File: config.mk
export PLATFORM = sky130hd
export DESIGN_NAME = sdram_arbit
export DESIGN_NICKNAME = d
export VERILOG_FILES = /design/src/rtl/sdram_pkg.sv /design/src/rtl/sdram_cmd_mux.sv /design/src/rtl/sdram_arbit.sv
export SDC_FILE = /design/constraint.sdc
export NUM_CORES = 1
export LEC_CHECK = 0
export BUFFER_PORTS_ARGS = -buffer_cell sky130_fd_sc_hd__buf_2
export CAP_MARGIN = 20
export CELL_PAD_IN_SITES_DETAIL_PLACEMENT = 1
export CELL_PAD_IN_SITES_GLOBAL_PLACEMENT = 2
export CORE_MARGIN = 4
export CORE_UTILIZATION = 14
export DETAILED_ROUTE_END_ITERATION = 16
export PLACE_DENSITY_LB_ADDON = 0.3
export SETUP_SLACK_MARGIN = 0.1
export SLEW_MARGIN = 5
export SYNTH_ARGS = -nofsm -noshare
export SYNTH_HDL_FRONTEND = slang
export SYNTH_SLANG_ARGS = --single-unit
File: constraint.sdc
create_clock -name sys_clk -period 3.1 [get_ports sys_clk]
set_input_delay 0.31 -clock sys_clk [delete_from_list [all_inputs] [get_ports sys_clk]]
set_output_delay 0.31 -clock sys_clk [all_outputs]
set_load 0.05 [all_outputs]
File: src/rtl/sdram_pkg.sv
// Shared SDRAM controller definitions: command encodings, arbiter states and
// default bus widths used by the arbiter and its command multiplexer.
package sdram_pkg;

    localparam int SDRAM_ADDR_W = 13;
    localparam int SDRAM_BA_W   = 2;
    localparam int SDRAM_DQ_W   = 16;

    // {cs_n, ras_n, cas_n, we_n}
    localparam logic [3:0] CMD_NOP          = 4'b0111;
    localparam logic [3:0] CMD_PRECHARGE    = 4'b0010;
    localparam logic [3:0] CMD_AUTO_REFRESH = 4'b0001;
    localparam logic [3:0] CMD_ACTIVE       = 4'b0011;
    localparam logic [3:0] CMD_WRITE        = 4'b0100;
    localparam logic [3:0] CMD_READ         = 4'b0101;

    typedef enum logic [2:0] {
        ST_INIT  = 3'd0,
        ST_ARBIT = 3'd1,
        ST_A_REF = 3'd2,
        ST_WRITE = 3'd3,
        ST_READ  = 3'd4
    } arb_state_t;

endpackage

File: src/rtl/sdram_cmd_mux.sv
// Combinational selection of the SDRAM command/bank/address bus according to
// the current arbiter owner; an idle bus carries NOP with all-ones bank/address.
module sdram_cmd_mux
    import sdram_pkg::*;
#(
    parameter int ADDR_W = SDRAM_ADDR_W,
    parameter int BA_W   = SDRAM_BA_W
) (
    input  arb_state_t        state,
    input  logic [3:0]        init_cmd,
    input  logic [BA_W-1:0]   init_ba,
    input  logic [ADDR_W-1:0] init_addr,
    input  logic [3:0]        a_ref_cmd,
    input  logic [BA_W-1:0]   a_ref_ba,
    input  logic [ADDR_W-1:0] a_ref_addr,
    input  logic [3:0]        wr_cmd,
    input  logic [BA_W-1:0]   wr_ba,
    input  logic [ADDR_W-1:0] wr_addr,
    input  logic [3:0]        rd_cmd,
    input  logic [BA_W-1:0]   rd_ba,
    input  logic [ADDR_W-1:0] rd_addr,
    output logic [3:0]        cmd,
    output logic [BA_W-1:0]   ba,
    output logic [ADDR_W-1:0] addr
);

    always_comb begin
        cmd  = CMD_NOP;
        ba   = '1;
        addr = '1;
        case (state)
            ST_INIT: begin
                cmd  = init_cmd;
                ba   = init_ba;
                addr = init_addr;
            end
            ST_A_REF: begin
                cmd  = a_ref_cmd;
                ba   = a_ref_ba;
                addr = a_ref_addr;
            end
            ST_WRITE: begin
                cmd  = wr_cmd;
                ba   = wr_ba;
                addr = wr_addr;
            end
            ST_READ: begin
                cmd  = rd_cmd;
                ba   = rd_ba;
                addr = rd_addr;
            end
            default: ;
        endcase
    end

endmodule

File: src/rtl/sdram_arbit.sv
// SDRAM bus arbiter: init owns the bus until init_end, then refresh has strict
// priority and write/read alternate round-robin, one owner at a time.
module sdram_arbit
    import sdram_pkg::*;
#(
    parameter int ADDR_W = SDRAM_ADDR_W,
    parameter int BA_W   = SDRAM_BA_W,
    parameter int DQ_W   = SDRAM_DQ_W
) (
    input  logic              sys_clk,
    input  logic              sys_rst,
    input  logic              init_end,
    input  logic [3:0]        init_cmd,
    input  logic [BA_W-1:0]   init_ba,
    input  logic [ADDR_W-1:0] init_addr,
    input  logic              a_ref_req,
    input  logic              a_ref_end,
    input  logic [3:0]        a_ref_cmd,
    input  logic [BA_W-1:0]   a_ref_ba,
    input  logic [ADDR_W-1:0] a_ref_addr,
    input  logic              wr_req,
    input  logic              wr_end,
    input  logic [3:0]        wr_cmd,
    input  logic [BA_W-1:0]   wr_ba,
    input  logic [ADDR_W-1:0] wr_addr,
    input  logic              wr_sdram_en,
    input  logic [DQ_W-1:0]   wr_sdram_data,
    input  logic              rd_req,
    input  logic              rd_end,
    input  logic [3:0]        rd_cmd,
    input  logic [BA_W-1:0]   rd_ba,
    input  logic [ADDR_W-1:0] rd_addr,
    output logic              a_ref_en,
    output logic              wr_en,
    output logic              rd_en,
    output logic              sdram_cke,
    output logic              sdram_cs_n,
    output logic              sdram_ras_n,
    output logic              sdram_cas_n,
    output logic              sdram_we_n,
    output logic [BA_W-1:0]   sdram_ba,
    output logic [ADDR_W-1:0] sdram_addr,
    output logic [DQ_W-1:0]   sdram_dq_out,
    output logic              sdram_dq_oe
);

    arb_state_t state;
    arb_state_t state_nxt;
    logic       last_rd;
    logic [3:0] cmd_sel;

    always_ff @(posedge sys_clk or posedge sys_rst) begin
        if (sys_rst) state <= ST_INIT;
        else         state <= state_nxt;
    end

    always_comb begin
        state_nxt = state;
        case (state)
            ST_INIT:  if (init_end) state_nxt = ST_ARBIT;
            ST_ARBIT: begin
                if (a_ref_req)           state_nxt = ST_A_REF;
                else if (wr_req && rd_req) state_nxt = last_rd ? ST_WRITE : ST_READ;
                else if (wr_req)         state_nxt = ST_WRITE;
                else if (rd_req)         state_nxt = ST_READ;
            end
            ST_A_REF: if (a_ref_end) state_nxt = ST_ARBIT;
            ST_WRITE: if (wr_end)    state_nxt = ST_ARBIT;
            ST_READ:  if (rd_end)    state_nxt = ST_ARBIT;
            default:  state_nxt = ST_INIT;
        endcase
    end

    // Remembers which of write/read finished last so contention alternates.
    always_ff @(posedge sys_clk or posedge sys_rst) begin
        if (sys_rst)                            last_rd <= 1'b0;
        else if (state == ST_READ  && rd_end)   last_rd <= 1'b1;
        else if (state == ST_WRITE && wr_end)   last_rd <= 1'b0;
    end

    assign a_ref_en     = (state == ST_A_REF);
    assign wr_en        = (state == ST_WRITE);
    assign rd_en        = (state == ST_READ);
    assign sdram_cke    = 1'b1;
    assign sdram_dq_oe  = wr_sdram_en && (state == ST_WRITE);
    assign sdram_dq_out = (state == ST_WRITE) ? wr_sdram_data : '0;

    sdram_cmd_mux #(
        .ADDR_W (ADDR_W),
        .BA_W   (BA_W)
    ) u_cmd_mux (
        .state      (state),
        .init_cmd   (init_cmd),
        .init_ba    (init_ba),
        .init_addr  (init_addr),
        .a_ref_cmd  (a_ref_cmd),
        .a_ref_ba   (a_ref_ba),
        .a_ref_addr (a_ref_addr),
        .wr_cmd     (wr_cmd),
        .wr_ba      (wr_ba),
        .wr_addr    (wr_addr),
        .rd_cmd     (rd_cmd),
        .rd_ba      (rd_ba),
        .rd_addr    (rd_addr),
        .cmd        (cmd_sel),
        .ba         (sdram_ba),
        .addr       (sdram_addr)
    );

    assign {sdram_cs_n, sdram_ras_n, sdram_cas_n, sdram_we_n} = cmd_sel;

endmodule

* After elaboration in Yosys (flattened, before gate mapping) *
Index checks and enable logic that the tools add are counted.

word-level totals
  register bits after elaboration = 4
  bits of input ports = 102
  output and inout port bits = 40

cells by class
  equality and inequality tests = 9
  muxes and demuxes = 16
  reduce and logical (&&, ||, !) cells = 7

operator list
  kind                                           count
  case mux 13 bit (4 select lines)               1
  2-to-1 mux 3 bit                               9
  2-to-1 mux 16 bit                              1
  case mux 4 bit (4 select lines)                1
  case mux 3 bit (5 select lines)                1
  != test 2 bit, second input constant           4
  case mux 2 bit (4 select lines)                1
  == test 3 x 2 -> 1 bit, second input constant  2
  != test 5 bit, second input constant           1
  AND reduction 5 bit                            1
  logical AND 1 bit                              4
  == test 3 x 1 -> 1 bit, second input constant  1
  == test 3 bit, second input constant           1
  logical NOT 3 bit                              1
  2-to-1 mux 1 bit                               2
  nonzero test 2 bit                             1

* Depth between registers and ports, before layout *
Gate-level depths: netlist of run 1.

  depth after elaboration = 5
  mapped depth = 6
  mapped depth without buffers = 4

* Modules after synthesis *
From an unflattened synthesis of run 1, not the netlist that was laid out.

second synthesis, totals
  cells, all modules = 141
  area, all modules = 1,251.2 µm²

modules (own cells, without submodules)
  module         instances  cells an instance  area an instance (µm²)  seq. area each (µm²)
  sdram_cmd_mux  1          91                 827.0                   0.0
  sdram_arbit    1          50                 424.2                   100.1

* Least setup slack after synthesis of run 1 *
OpenSTA, ideal clock, no wires.

  path type = register -> output
  start point = reg state[1]
  end point = out sdram_addr[11]
  data arrival time = 1.718 ns
  data required time = 2.790 ns
  setup slack = 1.072 ns
  stages on the path, launching flop included = 6
  path buffers = 3
  path through = dfrtp_1 -> buf_6 -> nor2b_4 -> buf_6 -> buf_2 -> a22oi_1

between the ends
  word-level cells in the longest chain between the ends = 2
  elaborated cells between the ends (all ways) = 5

RTL lines
  item                                   line                 RTL
  start, declared                        sdram_arbit.sv:47    arb_state_t state;
  start signal, assigned                 sdram_arbit.sv:54    else state <= state_nxt;
  == test 3 bit (tied with other cells)  sdram_cmd_mux.sv:31  case (state)
  case mux 13 bit (4 select lines) *     sdram_cmd_mux.sv:31
  end, declared                          sdram_arbit.sv:42    output logic [ADDR_W-1:0] sdram_addr,

Every way passes the cells marked *; elsewhere a longest branch is shown, timed or not.

* Worst setup path after layout of run 1 *
  start point = reg state[1]
  end point = out sdram_addr[4]

The elaborated chain is that of the path after synthesis.

==> impl_metrics.tcl, run 1 <==
set metrics [dict create \
    ys_seq_area_frac 0.0996 \
    numPortBuffers 140 \
    max-clock-path-buffers 2 \
    gr-total-overflow 0 \
    dieArea_sq_mm 0.00860 \
    drv_slew 0 \
    wl_um 5200 \
    drive_gt1_frac 0.598 \
    crit_required_ns 2.79 \
    area_growth_pct 79.6 \
    row_count 30 \
    hold_buffers 1 \
    postCtsResizedCells 0 \
    crit_end "sdram_addr[4]" \
    r2r_end "last_rd" \
    start_util 0.146 \
    finish.utilization 0.263 \
    yosys.cell_types.count 29 \
    worst_pin_slew_ns 0.528 \
    rrSetupSlack_ns 1.43 \
    synth_cells 120 \
    rsz0062_at_grt "no" \
    synthTopCellsByArea "mux2i_1 37%, a22oi_1 13%, and3_1 11%" \
    syn_nets 222 \
    fin_crit_sh 0.720 \
    yosysTopAreaCellShare 0.369 \
    synth_top_area_cell "mux2i_1" \
    hp-class "in2reg" \
    syn_avg_cell_area_sq_um 8.37 \
    whs_ns 0.343 \
    post_cts_buffers 0 \
    max_freq_mhz 448 \
    drtAntennaViolNets 0 \
    gr-usage-all-layers 0.114 \
    dp_hpwl_um 4460 \
    wl_per_cell_um 14.9 \
    synth_top_flop_cell "dfrtp_1" \
    grt_max_degree 32 \
    die_h_um 92.7 \
    ir_drop_mv 0.519 \
    path_max_fanout 26 \
    via_count 1460 \
    period_needed_ns 2.23 \
    dp_slack_ns 1.06 \
    yosys_warnings 0 \
    startpoint_type "flip-flop" \
    route.detailed.drc 0 \
    hold_violations 0 \
    synthesis.area_sq_mm 0.00100 \
    max-cap-violations 0 \
    first_iter_violations 35 \
    powerDensity_mw_per_mm2 1080 \
    grt_pass1_wl_um 7820 \
    fin_worst_skew_ns 0.00967 \
    synth_edf_count 0 \
    die_width_um 92.7 \
    clkSinkCount 4 \
    clock-root-buffer "clkbuf_8" \
    r2r_start "state[1]" \
    synthArstFlopShare 1.00 \
    fin_nets 357 \
    fin_tns_setup_ns 0 \
    antenna_found_initial 0 \
    startpoint "state[1]" \
    reg2reg_depth 4 \
    vias_per_cell 4.17 \
    max_slew_margin 0.647 \
    diodes 0 \
    worst_setup_path_end_kind "output pin" \
    p_leak_nw 1.02 \
    numCtsBuffers 3 \
    gp_congestion 0.722 \
    status "completed" \
    num-fill-cells 879 \
    path_class "reg2out" \
    cts_tree "done" \
    clk_latency_ns 0.23 \
    clk_pin_slew_ns 0.04 \
    grt_pass1_vias 1581 \
    ys_seq_elements 4 \
    num_io_pins 142 \
    htreeDepth 1 \
    cp.arrival_ns 1.92 \
    fin_ws_ns 0.867 \
    first_pass_iters 4 \
    setup_violations 0 \
    coreArea_sq_mm 0.00687 \
    power_mw 1.95 \
]
## through the flow
| step | std cells | instance area [sq um] |
|---|---|---|
| after global placement | 345 | 1750 |
| after floorplan | 120 | 1000 |
| final | 350 | 1800 |
| after CTS | 350 | 1800 |
| after detailed placement | 345 | 1750 |
| after global routing | 350 | 1800 |
## logic make-up after synthesis
logic type / Yosys count / synth area share
other: 1 / 0.00373
muxes: 38 / 0.380
AOI/OAI and AO/OA: 29 / 0.217
buffers and inverters: 17 / 0.115
and+or+nand+nor: 31 / 0.186
DFF: 4 / 0.0996
## area by class of cell
cell class	count	area (sq um)	share of cell area
Inverter	2	7.51	0.00416
Timing Repair Buffer	145	741	0.411
Clock buffer	4	45.0	0.0250
Tap cell	96	120	0.0666
Multi-Input combinational cell	99	790	0.438
Sequential cell	4	101	0.0562
## layer usage
metal / track usage / share of wire / vias up
met2: 0.206 / 0.51 / 80
met3: 0.0528 / 0.13 / 0
li1: - / - / 723
met4: 0.0147 / 0 / 0
met5: 0 / 0 / -
met1: 0.125 / 0.37 / 657
## layout by cell type (no fill, tap or decap), types with 2 or more instances in the layout
master    netlist  layout
a22oi_1        18      18
dfrtp_1         4       3
mux2i_1        37      37
nor2_1          2       2
inv_1           2       2
a21oi_1         2       2
nand2b_1        3       3
buf_4           4       4
buf_2           4     140
and3_1         17      17
nand2_1         5       5
clkbuf_8        0       3
## worst max-delay path, stage by stage, from the launching register on
cell	delay [ns]
dfrtp_1	0.52
nor2b_4	0.55
buf_4	0.29
a22oi_1	0.10
buf_2	0.23
## sequential cells by signal (all words and copies together), names as in the netlist
| signal | count |
|---|---|
| last_rd | 1 |
| state | 3 |
## Yosys cell counts, types with 2 or more instances
cell type	instances
a21oi_1	2
and3_1	17
nor2_1	2
buf_4	4
buf_6	4
mux2i_1	37
clkbuf_1	2
dfrtp_1	4
nand2b_1	3
inv_1	2
a22oi_1	18
buf_2	4
nand2_1	5
## power by group
group | switching, mW | internal, mW | total, mW
Combinational | 1.19 | 0.475 | 1.67
Sequential | 0.0822 | 0.0758 | 0.158
Clock | 0.0340 | 0.0884 | 0.122
Total | 1.31 | 0.639 | 1.95
## how the worst min path moves through the flow
| stage | startpoint | to | slack, ns | depth (start not counted) |
|---|---|---|---|---|
| finish | rd_end | state[0] | 0.34 | 3 |
| global route | rd_end | last_rd | 0.35 | 2 |
| CTS | rd_end | state[0] | 0.35 | 3 |
| detailed placement | sys_rst | last_rd | 0.21 | 2 |
| global placement | sys_rst | last_rd | 0.20 | 2 |
| floorplan | sys_rst | last_rd | 0.08 | 1 |
(Power assumes the default switching activity.)
==> inputs of run 2 (changes only) <==
ABC_AREA = 1   (was unset)
CORE_UTILIZATION = 11   (was 14)
clock period = 2.2 ns   (was 3.1 ns; I/O delays follow)
==> impl_metrics.tcl, run 2 <==
set metrics [dict create \
    power_mw 3.21 \
    yosysTopAreaCellShare 0.323 \
    synth_top_area_cell "nand2_1" \
    yosys.area_share.simple 0.624 \
    yosys_warnings 0 \
    synth-compound-area-share 0.0845 \
    row_count 34 \
    top_usage_layer "met2" \
    antenna_found_initial 0 \
    fin_tns_setup_ns 0 \
    htreeDepth 1 \
    synth_fa_ha_area_frac 0 \
    clkSinkCount 4 \
    critical_path.slowest_cell "dfrtp_2" \
    grt.met1_usage 0.107 \
    post_cts_buffers 0 \
    fin_crit_sh 0.871 \
    synthesis.area_sq_um 977 \
    dp_hpwl_um 4630 \
    max_freq_mhz 522 \
    gr-total-overflow 0 \
    fin_area_sq_mm 0.00186 \
    reg_top3 "state x3, last_rd x1" \
    max-cap-violations 0 \
    setup_violations 0 \
    regMostFlops "state" \
    synth_cells 203 \
    die_width_um 102 \
    num-fill-cells 1186 \
    ir_drop_mv 0.756 \
    wl_per_cell_um 12.3 \
    dieArea_sq_mm 0.0105 \
    startpoint_type "flip-flop" \
    grt_pass1_vias 1843 \
    start_util 0.113 \
    num_io_pins 142 \
    use_met2 0.183 \
    clock-root-buffer "clkbuf_8" \
    die_h_um 102 \
    p_leak_nw 1.13 \
    post-synth-top-count-cell "nand2_1" \
    period_needed_ns 1.92 \
    area_growth_pct 90.1 \
    drtAntennaViolNets 0 \
    syn_nets 305 \
    ys_seq_elements 4 \
    postPlaceCellArea_sq_mm 0.00180 \
    gr-usage-all-layers 0.0971 \
    drive_gt1_frac 0.459 \
    worst_setup_path_end_kind "output pin" \
    max-clock-path-buffers 2 \
    synthMuxAreaShare 0 \
    drv_slew 0 \
    numPlacedInstances 446 \
    final_cell_mix "140 x buf_2, 84 x nand2_1, 25 x nor2_1, 24 x inv_1, 15 x nand3_1" \
    wl_um 5560 \
    hold_depth 3 \
    ys_seq_area_frac 0.102 \
    synth_top_family_by_area "simple AND/OR/NAND/NOR gates" \
    path_max_fanout 9 \
    hp-class "in2reg" \
    synthXorXnorAreaFrac 0 \
    gp_congestion 0.717 \
    route.detailed.drc 0 \
    path_class "reg2out" \
    coreArea_sq_mm 0.00868 \
    synthArstFlopShare 1.00 \
    crit_chain "nand2_1, nor2_4, buf_4, nand2_1, nand2_1, a21oi_1, nand3_1, buf_2" \
    yosys.cell_types.count 17 \
    powerDensity_mw_per_mm2 1730 \
    crit_path_frequent_cell "nand2_1" \
    whs_ns 0.232 \
    reg2reg_depth 7 \
    cpPeakStageDelay_ns 0.42 \
    final_cells 450 \
    diodes 0 \
    grt_use_met3 0.0307 \
    synthTopCellsByCount "84 x nand2_1, 27 x nor2_1, 24 x inv_1" \
    grt_max_degree 21 \
    first_pass_iters 4 \
    syn_avg_cell_area_sq_um 4.81 \
    clk_pin_slew_ns 0.03 \
    cp.arrival_ns 1.70 \
    cts_tree "done" \
    synth_edf_count 0 \
    crit_required_ns 1.98 \
    via_count 1790 \
    largest_reg_flops 3 \
    layout_commonest_cell "buf_2" \
    numPortBuffers 140 \
    grt_pass1_wl_um 8250 \
    vias_per_cell 3.98 \
    fin_worst_skew_ns 0.00137 \
    synthTopCellsByArea "nand2_1 32%, nor2_1 10%, dfrtp_1 10%" \
    rsz0062_at_grt "yes" \
    clk_latency_ns 0.21 \
    first_iter_violations 12 \
    hold_violations 0 \
    numCtsBuffers 3 \
    fin_nets 446 \
    status "completed" \
    synth_top_flop_cell "dfrtp_1" \
]
[run 2: cell types whose count changed in the layout (fill, tap and decap cells not counted), moves of 3 or more]
cell,previous run,this run
mux2i_1,37,0
a22oi_1,18,0
nand4_1,0,11
nor2_1,2,25
a21oi_1,2,14
nand2b_1,3,0
nand2_1,5,84
and3_1,17,0
inv_2,0,3
nand3b_1,0,5
nand3_1,0,15
inv_1,2,24
[run 2: worst max-delay path: cells and delay by family (launching register included)]
family	cells	cell delay, ns
AO/OA/AOI/OAI	1	0.04
AND/OR/NAND/NOR	5	0.53
buffers and inverters	2	0.48
flip-flops	1	0.42
[run 2: final timing paths]
kind,slack [ns],from,to
worst max-delay path,0.28,state[0],sdram_addr[12]
worst min-delay path,0.23,rd_end,last_rd
worst max register to register,0.88,state[2],state[0]
worst min register to register,0.51,last_rd,last_rd
max in group asynchronous,1.61,sys_rst,state[0]
min in group asynchronous,0.43,sys_rst,last_rd
[run 2: timing repair]
item,CTS,global route
endpoints found under the setup margin,0,19
endpoints found under the hold margin,4,0
gates resized for setup,0,5
hold buffers,1,0
[run 2: per-stage QoR]
step                      setup slack, ns   util
after detailed placement            0.387  0.207
after global routing               0.0983  0.214
final                               0.284  0.214
after global placement              0.396  0.207
after CTS                           0.151  0.213
after floorplan                     0.413      -
[run 2: layout make-up]
cell class	count	area (sq um)	share of cell area
clock buffer	3	41.3	0.0222
inverter	29	115	0.0620
multi-input combinational	160	701	0.377
sequential	4	101	0.0545
tap	108	135	0.0727
timing repair buffer	146	764	0.411
[run 2: cells by family after synthesis]
family | count (synthesis)
buffers and inverters | 39
AND/OR/NAND/NOR | 143
flip-flops | 4
AO/OA/AOI/OAI | 16
other | 1
[run 2: power breakdown]
part	leakage (nW)	internal (mW)	total [mW]	switching, mW
Clock	0.0216	0.116	0.150	0.0339
Combinational	1.05	0.678	2.90	2.23
Sequential	0.0501	0.107	0.150	0.0429
Total	1.13	0.901	3.21	2.30
[run 2: per-layer routing]
layer  vias to the layer above  routed length (um)
li1                        909                   -
met1                       778                2140
met2                        98                2600
met3                         5                 768
met4                         0                  44
met5                         -                   0
